`config.mk`:
```
export PLATFORM = sky130hd
export DESIGN_NAME = switch_debounce3
export DESIGN_NICKNAME = d
export VERILOG_FILES = /design/src/rtl/lab_pkg.sv /design/src/rtl/debounce_ch.sv /design/src/rtl/switch_debounce3.sv
export SDC_FILE = /design/constraint.sdc
export NUM_CORES = 1
export LEC_CHECK = 0
export ABC_AREA = 0
export CAP_MARGIN = 15
export CELL_PAD_IN_SITES_DETAIL_PLACEMENT = 1
export CELL_PAD_IN_SITES_GLOBAL_PLACEMENT = 2
export CORE_MARGIN = 3
export CORE_UTILIZATION = 30
export DETAILED_ROUTE_END_ITERATION = 8
export GPL_TIMING_DRIVEN = 0
export PLACE_DENSITY_LB_ADDON = 0.1
export SYNTH_ARGS = -nofsm -noshare
export SYNTH_HDL_FRONTEND = slang
export SYNTH_HIERARCHICAL = 1
export SYNTH_SLANG_ARGS = --single-unit
```
`constraint.sdc`:
```
create_clock -name clk -period 2.2 [get_ports clk]
set_input_delay 0.33 -clock clk [delete_from_list [all_inputs] [get_ports clk]]
set_output_delay 0.33 -clock clk [all_outputs]
set_load 0.01 [all_outputs]
```
`src/rtl/lab_pkg.sv`:
```
// Shared constants for the three-switch lab front end: FSM state encoding,
// channel count and the bit position of each switch on the bus.
package lab_pkg;

    typedef enum logic [1:0] {
        ST_LO   = 2'd0,
        WAIT_HI = 2'd1,
        ST_HI   = 2'd2,
        WAIT_LO = 2'd3
    } state_e;

    localparam int NUM_CH = 3;
    localparam int IDX_X  = 2;
    localparam int IDX_Y  = 1;
    localparam int IDX_Z  = 0;

endpackage

```
`src/rtl/debounce_ch.sv`:
```
// One debounce channel: synchroniser, stability-count FSM and registered
// level / rise / fall outputs.
module debounce_ch
    import lab_pkg::*;
#(
    parameter int SYNC_STAGES   = 2,
    parameter int STABLE_CYCLES = 50000,
    parameter int CNT_W         = 16
) (
    input  logic clk,
    input  logic rst_n,
    input  logic sw,
    output logic db,
    output logic rise,
    output logic fall
);

    localparam logic [CNT_W-1:0] CNT_LAST = CNT_W'(STABLE_CYCLES - 1);
    localparam logic [CNT_W-1:0] CNT_ONE  = CNT_W'(1);

    logic [SYNC_STAGES-1:0] r_sync;
    state_e                 r_state, w_state_nxt;
    logic [CNT_W-1:0]       r_cnt, w_cnt_nxt;
    logic                   r_db, r_rise, r_fall;
    logic                   w_s, w_db_nxt, w_rise_nxt, w_fall_nxt;

    assign w_s  = r_sync[SYNC_STAGES-1];
    assign db   = r_db;
    assign rise = r_rise;
    assign fall = r_fall;

    always_ff @(posedge clk) begin
        if (!rst_n) begin
            r_sync  <= '0;
            r_state <= ST_LO;
            r_cnt   <= '0;
            r_db    <= 1'b0;
            r_rise  <= 1'b0;
            r_fall  <= 1'b0;
        end else begin
            r_sync  <= {r_sync[SYNC_STAGES-2:0], sw};
            r_state <= w_state_nxt;
            r_cnt   <= w_cnt_nxt;
            r_db    <= w_db_nxt;
            r_rise  <= w_rise_nxt;
            r_fall  <= w_fall_nxt;
        end
    end

    // Any sample disagreeing with the pending level drops back to the stable state.
    always_comb begin
        w_state_nxt = r_state;
        case (r_state)
            ST_LO:   if (w_s) w_state_nxt = WAIT_HI;
            WAIT_HI: if (!w_s) w_state_nxt = ST_LO;
                     else if (r_cnt == CNT_LAST) w_state_nxt = ST_HI;
            ST_HI:   if (!w_s) w_state_nxt = WAIT_LO;
            WAIT_LO: if (w_s) w_state_nxt = ST_HI;
                     else if (r_cnt == CNT_LAST) w_state_nxt = ST_LO;
            default: w_state_nxt = ST_LO;
        endcase
    end

    always_comb begin
        w_cnt_nxt = '0;
        case (r_state)
            ST_LO:   if (w_s) w_cnt_nxt = CNT_ONE;
            WAIT_HI: if (w_s && r_cnt != CNT_LAST) w_cnt_nxt = r_cnt + CNT_ONE;
            ST_HI:   if (!w_s) w_cnt_nxt = CNT_ONE;
            WAIT_LO: if (!w_s && r_cnt != CNT_LAST) w_cnt_nxt = r_cnt + CNT_ONE;
            default: w_cnt_nxt = '0;
        endcase
        w_db_nxt   = (w_state_nxt == ST_HI) || (w_state_nxt == WAIT_LO);
        w_rise_nxt = (r_state == WAIT_HI) && (w_state_nxt == ST_HI);
        w_fall_nxt = (r_state == WAIT_LO) && (w_state_nxt == ST_LO);
    end

endmodule

```
`src/rtl/switch_debounce3.sv`:
```
// Three independent debounce channels for the {x,y,z} lab switches plus a
// combined change flag for downstream counters and LEDs.
module switch_debounce3
    import lab_pkg::*;
#(
    parameter int SYNC_STAGES   = 2,
    parameter int STABLE_CYCLES = 50000,
    parameter int CNT_W         = 16
) (
    input  logic              clk,
    input  logic              rst_n,
    input  logic [NUM_CH-1:0] sw_in,
    output logic [NUM_CH-1:0] db_out,
    output logic [NUM_CH-1:0] rise,
    output logic [NUM_CH-1:0] fall,
    output logic              chg_any
);

    for (genvar i = 0; i < NUM_CH; i++) begin : g_ch
        debounce_ch #(
            .SYNC_STAGES  (SYNC_STAGES),
            .STABLE_CYCLES(STABLE_CYCLES),
            .CNT_W        (CNT_W)
        ) u_ch (
            .clk  (clk),
            .rst_n(rst_n),
            .sw   (sw_in[i]),
            .db   (db_out[i]),
            .rise (rise[i]),
            .fall (fall[i])
        );
    end

    // Pulses are already registered, so the OR lands in the same cycle.
    assign chg_any = |(rise | fall);

endmodule

```
==> results of run 1 <==
flip-flops by register name, indices dropped and copies added (netlist names):
name / flops
g_ch.u_ch/r_cnt: 48
g_ch.u_ch/r_state: 6
g_ch.u_ch/r_sync: 6
g_ch.u_ch/fall: 3
g_ch.u_ch/rise: 3
layout make-up:
type | count | area [sq um]
Sequential cell | 66 | 1320
Timing Repair Buffer | 14 | 140
Tap cell | 129 | 161
Clock inverter | 7 | 68.8
Buffer | 9 | 93.8
Multi-Input combinational cell | 225 | 1570
Clock buffer | 9 | 124
Fill cell | 1107 | 6000
Inverter | 6 | 22.5
where the power goes:
group          switching [uW]  internal, uW  total [uW]
clock network             482           521        1000
registers                6.23          1200        1210
logic                    10.6          13.0        23.6
stage by stage:
step / std cells / instance area [sq um] / power, uW / util, % / setup WS [ns]
6_report: 465 / 3500 / 2230 / 36.8 / 0.272
5_1_grt: 465 / 3500 / 2340 / 36.8 / 0.115
4_1_cts: 465 / 3500 / 2290 / 36.8 / 0.239
3_5_place_dp: 449 / 3310 / 1260 / 34.8 / 0.0566
3_3_place_gp: 449 / 3310 / 1260 / 34.8 / 0.0835
2_1_floorplan: 306 / 3010 / 1240 / - / 0.493
layer usage:
| metal | up-vias | GRT usage, % | part of all wire, % |
|---|---|---|---|
| met4 | 0 | 5.46 | 0.87 |
| met5 | - | 0 | 0 |
| met3 | 4 | 3.28 | 3.1 |
| li1 | 1127 | - | - |
| met2 | 21 | 17.5 | 44 |
| met1 | 1077 | 15.6 | 52 |
worst max-delay path, stage by stage, from the launching register on:
cell	delay, ns
dfxtp_1	0.44
or4b_4	0.50
nor4_4	0.37
or2_0	0.17
buf_4	0.15
buf_12	0.14
nor2_1	0.05
Yosys cell counts, types with 7 or more instances:
master,number
nor2_1,34
and2_1,9
xor2_1,21
a21oi_1,9
nand3_1,18
dfxtp_1,66
nand2_1,16
nor2_2,12
nand4_1,18
nor4_1,7
xnor2_1,18
kinds of logic after synthesis:
logic type               share of synthesized area (%)
XOR/XNOR                                          11.4
buffers and inverters                             3.87
AO/OA/AOI/OAI                                     5.00
flip-flops                                        44.0
AND/OR/NAND/NOR                                   34.6
adder cells (fa/ha/maj)                           1.25
how the worst min path moves through the flow:
stage | cells past startpoint | slack (ns) | to | from
2_1_floorplan | 1 | 0.41 | g_ch[0].u_ch/r_sync[1] | g_ch[0].u_ch/r_sync[0]
3_3_place_gp | 1 | 0.42 | g_ch[0].u_ch/r_sync[1] | g_ch[0].u_ch/r_sync[0]
3_5_place_dp | 1 | 0.42 | g_ch[0].u_ch/r_sync[1] | g_ch[0].u_ch/r_sync[0]
4_1_cts | 1 | 0.43 | g_ch[0].u_ch/r_sync[1] | g_ch[0].u_ch/r_sync[0]
5_1_grt | 1 | 0.46 | g_ch[0].u_ch/r_sync[1] | g_ch[0].u_ch/r_sync[0]
6_report | 1 | 0.43 | g_ch[0].u_ch/r_sync[1] | g_ch[0].u_ch/r_sync[0]
==> summary.md, run 1 <==
| Metric | Value |
|---|---|
| Final Cycle Share | 87.6% |
| Reg2Reg Depth | 6 |
| Site Rows | 35 |
| Pin count of the biggest net entering global routing | 19 |
| Post-Synthesis Net Count | 314 |
| Leading area contributor after synthesis | dfxtp_1 |
| First-pass GRT wire length | 10700 microns |
| Layout area overhead | 16.4% |
| Yosys Warn Count | 6 |
| CTS H-tree lvls | 3 |
| Commonest non-fill, non-tap cells in the layout | 66 x dfxtp_1, 34 x nor2_1, 21 x xor2_1 |
| Port buffer count | 14 |
| Startpoint Class | register |
| DIE HEIGHT | 106 microns |
| Commonest non-fill, non-tap cell in the layout | dfxtp_1 |
| Crit. Startpoint | g_ch[0].u_ch/r_cnt[6] |
| Hold Vio Cnt, Final | 0 |
| CTS max path bufs | 2 |
| Final Setup Violations | 0 |
| Total grt overflow | 0 |
| TritonCTS clock tree | done |
| DRC Markers | 0 |
| Io pins | 15 |
| IR drop worst, VDD | 0.000353 V |
| Distinct cells, synth | 32 |
| Avg Cell Area, Syn | 9.82 sq um |
| Routed Antenna Nets | 0 |
| Number of hold buffers added after cts | 0 |
| Reg clk slew, reported paths | 0.08 ns |
| DR iter-0 viols | 65 |
| Layout cells sized above 1 | 16.4% |
| Core Area | 0.00950 sq mm |
| Die area | 0.0113 sq mm |
| Skew-Pair Late Insertion Delay | 0.34 ns |
| CTS root buf | clkbuf_8 |
| Crit end category | register |
| Final WL | 6090 microns |
| Ranking of synthesized cells by area | dfxtp_1 44%, xor2_1 6.1%, xnor2_1 5.2% |
| Hold WC Path Type | reg -> reg |
| CP Class | reg -> reg |
| Post-CTS Setup Inserts | 0 |
| WL/cell | 13.1 microns |
| Worst-Margin Slew | 0.601 ns |
| Max-Cap Viols | 0 |
| Final nets | 339 |
| CP max FO | 10 |
| Antenna violations before repair | 0 |
| End of the critical path | g_ch[0].u_ch/r_cnt[5] |
| Cells after Synth | 306 |
| Yosys top cell area share | 44.0% |
| RSZ-0062 raised after global routing | false |
| All-Layer GR Usage | 11.7% |
| Final Wtd Congestion | 0.689 |
| Post-CTS sizing | 0 |
| Clock sink total | 66 |
| Post-synthesis sequential area ratio | 44.0% |
| Reg-to-reg critical path startpoint | g_ch[0].u_ch/r_cnt[6] |
| Vias per cell | 4.79 |
| Leakage | 0.00108 uW |
| Final hold slack | 0.429 ns |
| CP Data Required Time | 2.43 ns |
| Initial core utilization | 31.6% |
| Fmax | 519 MHz |
| Outcome | finished, final reports clean |
| Clk_skew | 0.00685 ns |
| R2R setup slack | 0.27 ns |
| Via count | 2229 |
| Worst reg2reg path endpoint | g_ch[0].u_ch/r_cnt[5] |
| Post-route minimum period | 1.93 ns |
| Syn Std Cell Area | 0.00301 sq mm |
| Synth Flop Type | dfxtp_1 |
| Max Slew Vio Count | 0 |
| N_diodes | 0 |
| Final HPWL DP | 4270 microns |
| Pwr dens | 638 mW/mm^2 |
| Via count of the first global-routing pass | 2222 |
| Asr flop ratio synth | 0% |
| WP data arrival | 2.16 ns |
| Slew Limit Headroom | 59.8% |
| CTS buffer count | 9 |
| Number of iterations in the first detailed-routing pass | 4 |
| Register bit total from synthesis | 66 |
| Setup Total Neg Slack | 0 ns |
| Post-synth EDFFs | 0 |
| Chip width | 106 microns |
No activity file was read; power rests on OpenSTA's default activity.
==> run 2: changes to the inputs <==
--- a/config.mk
+++ b/config.mk
@@ -5,12 +5,14 @@
 export SDC_FILE = /design/constraint.sdc
 export NUM_CORES = 1
 export LEC_CHECK = 0
-export ABC_AREA = 0
+export ABC_AREA = 1
 export CAP_MARGIN = 15
 export CELL_PAD_IN_SITES_DETAIL_PLACEMENT = 1
 export CELL_PAD_IN_SITES_GLOBAL_PLACEMENT = 2
 export CORE_MARGIN = 3
 export CORE_UTILIZATION = 30
+export CTS_CLUSTER_DIAMETER = 120
+export CTS_CLUSTER_SIZE = 12
 export DETAILED_ROUTE_END_ITERATION = 8
 export GPL_TIMING_DRIVEN = 0
 export PLACE_DENSITY_LB_ADDON = 0.1
==> summary.md, run 2 <==
| Metric | Value |
|---|---|
| Most frequent cell after synthesis | nand2_1 |
| Reg-to-reg critical path startpoint | g_ch[2].u_ch/r_cnt[0] |
| Max Slew Vio Count | 0 |
| End of the critical path | db_out[0] |
| Register bit total from synthesis | 66 |
| Die area | 0.0124 sq mm |
| Top cells by count, synth | 96 x nand2_1, 78 x nor2_1, 72 x inv_1 |
| Biggest register | g_ch.u_ch/r_cnt |
| Chip width | 111 microns |
| Crit end category | output pin |
| Post-synth EDFFs | 0 |
| Leading area contributor after synthesis | dfxtp_1 |
| Post-route minimum period | 1.79 ns |
| Pwr dens | 660 mW/mm^2 |
| Layout area overhead | 16.8% |
| CP Class | reg -> out |
| All-Layer GR Usage | 14.9% |
| Critical path depth | 1 |
| Outcome | finished, final reports clean |
| CP Data Required Time | 1.87 ns |
| Post-Synthesis Net Count | 492 |
| Final nets | 517 |
| Skew-Pair Late Insertion Delay | 0.37 ns |
| Worst reg2reg path endpoint | g_ch[2].u_ch/r_cnt[15] |
| DR iter-0 viols | 83 |
| Routed Antenna Nets | 0 |
| Slowest stage cell, crit path | clkdlybuf4s50_1 |
| Final Setup Violations | 0 |
| CP max FO | 7 |
| Pin count of the biggest net entering global routing | 14 |
| CTS root buf | clkbuf_8 |
| Worst hold start | g_ch[2].u_ch/r_sync[0] |
| Yosys top cell area share | 39.7% |
| Io pins | 15 |
| DRC Markers | 0 |
| DIE HEIGHT | 111 microns |
| Setup Total Neg Slack | 0 ns |
| Number of hold buffers added after cts | 0 |
| Antenna violations before repair | 0 |
| Cells after Synth | 484 |
| Regs by FF count | g_ch.u_ch/r_cnt (48), g_ch.u_ch/r_state (6), g_ch.u_ch/r_sync (6) |
| Yosys Warn Count | 6 |
| Number of flip-flops in the largest register | 48 |
| CTS buffer count | 9 |
| Commonest non-fill, non-tap cells in the layout | 96 x nand2_1, 78 x nor2_1, 72 x inv_1 |
| Ranking of synthesized cells by area | dfxtp_1 40%, nand2_1 11%, nor2_1 8.8% |
| Crit path max-delay family | buffers and inverters |
| Initial core utilization | 31.5% |
| TritonCTS clock tree | done |
| Core Area | 0.0106 sq mm |
| Fmax | 558 MHz |
| Final Cycle Share | 81.5% |
| Max-Cap Viols | 0 |
| Syn Std Cell Area | 0.00333 sq mm |
| Number of iterations in the first detailed-routing pass | 4 |
| Final Wtd Congestion | 0.771 |
| Total grt overflow | 0 |
| Site Rows | 37 |
| N_diodes | 0 |
| Final WL | 8540 microns |
| Synth Flop Type | dfxtp_1 |
| First-pass GRT wire length | 14800 microns |
| Placed Area | 0.00364 sq mm |
| Leakage | 0.00134 uW |
| Worst-Margin Slew | 0.443 ns |
| R2R setup slack | 0.52 ns |
| Port buffer count | 14 |
| Avg Cell Area, Syn | 6.87 sq um |
| Hold Vio Cnt, Final | 0 |
| Reg2Reg Depth | 7 |
| CTS H-tree lvls | 3 |
| Via count | 2952 |
| Crit path largest cell delay | 0.60 ns |
| CP Cell Sequence | clkdlybuf4s50_1 |
| Distinct cells, synth | 21 |
| Buf/Inv on CP | 1 |
| WP data arrival | 1.46 ns |
| Layout cells sized above 1 | 9.53% |
| RSZ-0062 raised after global routing | false |
| Clk_skew | 0.00833 ns |
| Clock sink total | 66 |
| WL/cell | 13.1 microns |
| Startpoint Class | register |
| Crit. Startpoint | g_ch[0].u_ch/r_state[1] |
| Commonest non-fill, non-tap cell in the layout | nand2_1 |
| Post-CTS sizing | 0 |
| Post-synthesis sequential area ratio | 39.7% |
| Slew Limit Headroom | 70.4% |
| Asr flop ratio synth | 0% |
| Hold WC Path Type | reg -> reg |
| Final Instance Area | 0.00388 sq mm |
| Via count of the first global-routing pass | 3032 |
| Reg clk slew, reported paths | 0.08 ns |
| Post-CTS Setup Inserts | 0 |
| IR drop worst, VDD | 0.000554 V |
| Vias per cell | 4.54 |
| CTS max path bufs | 2 |
| Final HPWL DP | 6650 microns |
run 2: changes by cell type after synthesis, sizes merged, moves of 9 or more:
cell,previous run,this run
nand2,16,99
inv,6,72
nor2,46,102
nand3,18,43
o21ai,3,18
xnor2,18,6
nor4,10,0
and2,9,0
xor2,21,12
run 2: metrics by stage:
stage / setup WS (ns) / utilization, % / total power (uW) / hold slack, ns / instances
after detailed placement: 0.334 / 34.5 / 1280 / 0.405 / 634
after global routing: 0.302 / 36.8 / 2670 / 0.433 / 650
after floorplan: 0.934 / - / 1260 / 0.390 / 484
after CTS: 0.374 / 36.8 / 2620 / 0.428 / 650
final: 0.407 / 36.8 / 2560 / 0.421 / 650
after global placement: 0.334 / 34.5 / 1280 / 0.397 / 634
run 2: metal layers:
layer	vias up	wire, microns	share of wire, %	GRT usage (%)
li1	1583	-	-	-
met1	1337	4560	53	20.4
met5	-	0	0	0
met3	8	282	3.3	5.02
met2	24	3590	42	22.2
met4	0	102	1.2	4.38
run 2: area by class of cell:
type	instances	area (sq um)
inverters	72	270
plain buffers	6	45.0
multi-input cells	340	1690
fillers	1335	6670
clock inverters	7	124
flip-flops and latches	66	1320
well taps	136	170
repair buffers	14	140
clock buffers	9	124
run 2: kinds of logic after synthesis:
kind of cell | share of synthesized area [%]
AO/OA/AOI/OAI | 7.00
XOR/XNOR | 4.74
adder cells (fa/ha/maj) | 1.13
buffers and inverters | 9.48
flip-flops | 39.7
AND/OR/NAND/NOR | 37.9
run 2: power breakdown:
group	total [uW]	internal (uW)	switching, uW
registers	1210	1200	7.02
clock network	1310	764	546
logic	42.7	17.6	25.2
total	2560	1980	578
run 2: how the worst min path moves through the flow:
stage                                   to  slack [ns]  cells after the start
floorplan           g_ch[0].u_ch/r_sync[1]        0.39                      2
global placement    g_ch[0].u_ch/r_sync[1]        0.40                      2
detailed placement  g_ch[2].u_ch/r_sync[1]        0.41                      2
CTS                 g_ch[2].u_ch/r_sync[1]        0.43                      2
global route        g_ch[2].u_ch/r_sync[1]        0.43                      2
finish              g_ch[2].u_ch/r_sync[1]        0.42                      2
==> run 3: changes to the inputs <==
==> constraint.sdc (replaced) <==
create_clock -name clk -period 1.6 [get_ports clk]
set_input_delay 0.24 -clock clk [delete_from_list [all_inputs] [get_ports clk]]
set_output_delay 0.24 -clock clk [all_outputs]
set_load 0.01 [all_outputs]
==> summary.md, run 3 (synthesized netlist as in run 2, its figures left out) <==
| Metric | Value |
|---|---|
| CTS buffer count | 9 |
| DR WL met2 | 3710 microns |
| Crit end category | output pin |
| Final Cycle Share | 95.7% |
| Commonest non-fill, non-tap cells in the layout | 92 x nand2_1, 72 x inv_1, 70 x nor2_1 |
| Worst-Margin Slew | 0.440 ns |
| Crit path max-delay family | buffers and inverters |
| N_diodes | 0 |
| Hold Vio Cnt, Final | 0 |
| Worst reg2reg path endpoint | g_ch[2].u_ch/r_cnt[15] |
| CTS H-tree lvls | 3 |
| Final WL | 8630 microns |
| Slew Limit Headroom | 70.6% |
| Io pins | 15 |
| DIE HEIGHT | 111 microns |
| CP Cell Sequence | clkdlybuf4s50_1 |
| Core Area | 0.0106 sq mm |
| Buf/Inv on CP | 1 |
| End of the critical path | db_out[2] |
| Slowest stage cell, crit path | clkdlybuf4s50_1 |
| Antenna violations before repair | 0 |
| Post-route minimum period | 1.53 ns |
| Skew-Pair Late Insertion Delay | 0.37 ns |
| Hold depth | 3 |
| Startpoint Class | register |
| Final Setup Violations | 0 |
| Placed Area | 0.00364 sq mm |
| Port buffer count | 14 |
| TritonCTS clock tree | done |
| DR iter-0 viols | 86 |
| Max-Cap Viols | 0 |
| Final nets | 517 |
| CP Class | reg -> out |
| CP max FO | 7 |
| Pin count of the biggest net entering global routing | 14 |
| Top routing layer used | met4 |
| Final Util | 37.7% |
| Site Rows | 37 |
| CTS max path bufs | 2 |
| Clk_skew | 0.00899 ns |
| CP Data Required Time | 1.36 ns |
| Hold WC Path Type | in -> reg |
| Number of iterations in the first detailed-routing pass | 4 |
| Final Instance Area | 0.00398 sq mm |
| Chip width | 111 microns |
| Final Wtd Congestion | 0.771 |
| Critical path depth | 1 |
| Final HPWL DP | 6650 microns |
| First-pass GRT wire length | 14800 microns |
| DRC Markers | 0 |
| Fmax | 653 MHz |
| Layout area overhead | 19.7% |
| R2R setup slack | 0.13 ns |
| Number of flip-flops in the largest register | 48 |
| Final hold slack | 0.403 ns |
| Met3 WL | 258 microns |
| Crit. Startpoint | g_ch[2].u_ch/r_state[1] |
| Routed Antenna Nets | 0 |
| Cells after DPL | 634 |
| WL/cell | 13.3 microns |
| Commonest non-fill, non-tap cell in the layout | nand2_1 |
| Reg-to-reg critical path startpoint | g_ch[2].u_ch/r_cnt[0] |
| Post-CTS Setup Inserts | 0 |
| Layout cells sized above 1 | 13.6% |
| CTS root buf | clkbuf_8 |
| All-Layer GR Usage | 14.9% |
| Initial core utilization | 31.5% |
| Reg clk slew, reported paths | 0.08 ns |
| Die area | 0.0124 sq mm |
| Clock sink total | 66 |
| Via count | 2976 |
| WP data arrival | 1.29 ns |
| Crit path largest cell delay | 0.54 ns |
| Leakage | 0.00138 uW |
| Regs by FF count | g_ch.u_ch/r_cnt (48), g_ch.u_ch/r_state (6), g_ch.u_ch/r_sync (6) |
| Non-Filler Instances | 650 |
| Biggest register | g_ch.u_ch/r_cnt |
| Reg2Reg Depth | 7 |
| Vias per cell | 4.58 |
| Max Slew Vio Count | 0 |
| IR drop worst, VDD | 0.000798 V |
| Total grt overflow | 0 |
| Filler cells | 1328 |
| Pwr dens | 884 mW/mm^2 |
| Outcome | finished, final reports clean |
| Via count of the first global-routing pass | 3049 |
| Metal1 wirelength | 4560 microns |
| RSZ-0062 raised after global routing | true |
## run 3: cell count changes in the layout (fill, tap and decap cells not counted), moves of 4 or more
cell | before | now
dfxtp_1 | 66 | 61
nand2_1 | 96 | 92
nand2_2 | 3 | 7
nor2_1 | 78 | 70
nor2_4 | 3 | 8
## run 3: power breakdown
| part | total, uW | internal (uW) | switching (uW) | leakage (uW) |
|---|---|---|---|---|
| logic | 59.8 | 24.5 | 35.3 | 0.000721 |
| clock network | 1800 | 1050 | 749 | 0.000121 |
| registers | 1660 | 1650 | 9.75 | 0.000536 |
| total | 3520 | 2730 | 794 | 0.00138 |
## run 3: worst min-delay path by stage
stage	from	end	slack, ns
detailed placement	g_ch[2].u_ch/r_sync[0]	g_ch[2].u_ch/r_sync[1]	0.41
global route	sw_in[1]	g_ch[1].u_ch/r_sync[0]	0.41
floorplan	sw_in[0]	g_ch[0].u_ch/r_sync[0]	0.34
global placement	g_ch[0].u_ch/r_sync[0]	g_ch[0].u_ch/r_sync[1]	0.40
CTS	sw_in[1]	g_ch[1].u_ch/r_sync[0]	0.38
finish	sw_in[1]	g_ch[1].u_ch/r_sync[0]	0.40
## run 3: final cells by class
class / instances / area [sq um] / share of cell area [%]
Multi-Input combinational cell: 340 / 1770 / 44.5
Inverter: 72 / 270 / 6.79
Timing Repair Buffer: 14 / 144 / 3.61
Tap cell: 136 / 170 / 4.27
Buffer: 6 / 45.0 / 1.13
Sequential cell: 66 / 1330 / 33.5
Clock buffer: 9 / 124 / 3.11
Clock inverter: 7 / 124 / 3.11
## run 3: per-layer routing
metal	up-vias	track usage, %
met2	18	22.4
li1	1584	-
met3	8	5.02
met1	1366	20.4
met5	-	0
met4	0	4.38
## run 3: what timing repair did
item,CTS,global route
gates cloned,0,0
hold buffers,0,0
gates resized for setup,7,26
setup endpoints to repair,16,42
pin swaps,1,0
## run 3: stage by stage
step	TNS, ns	total power [uW]	worst slack [ns]
after floorplan	0	1740	0.334
after global placement	-2.80	1760	-0.176
after detailed placement	-3.01	1760	-0.176
after CTS	0	3600	0.000991
after global routing	0	3670	0.00470
final	0	3520	0.0681
## run 3: worst register-to-register path: cells and delay by family, from the launching register on
| family | cells | cell delay (ns) |
|---|---|---|
| buf+inv | 1 | 0.18 |
| simple gates | 5 | 0.59 |
| fa+ha+maj | 1 | 0.22 |
| flops | 1 | 0.38 |
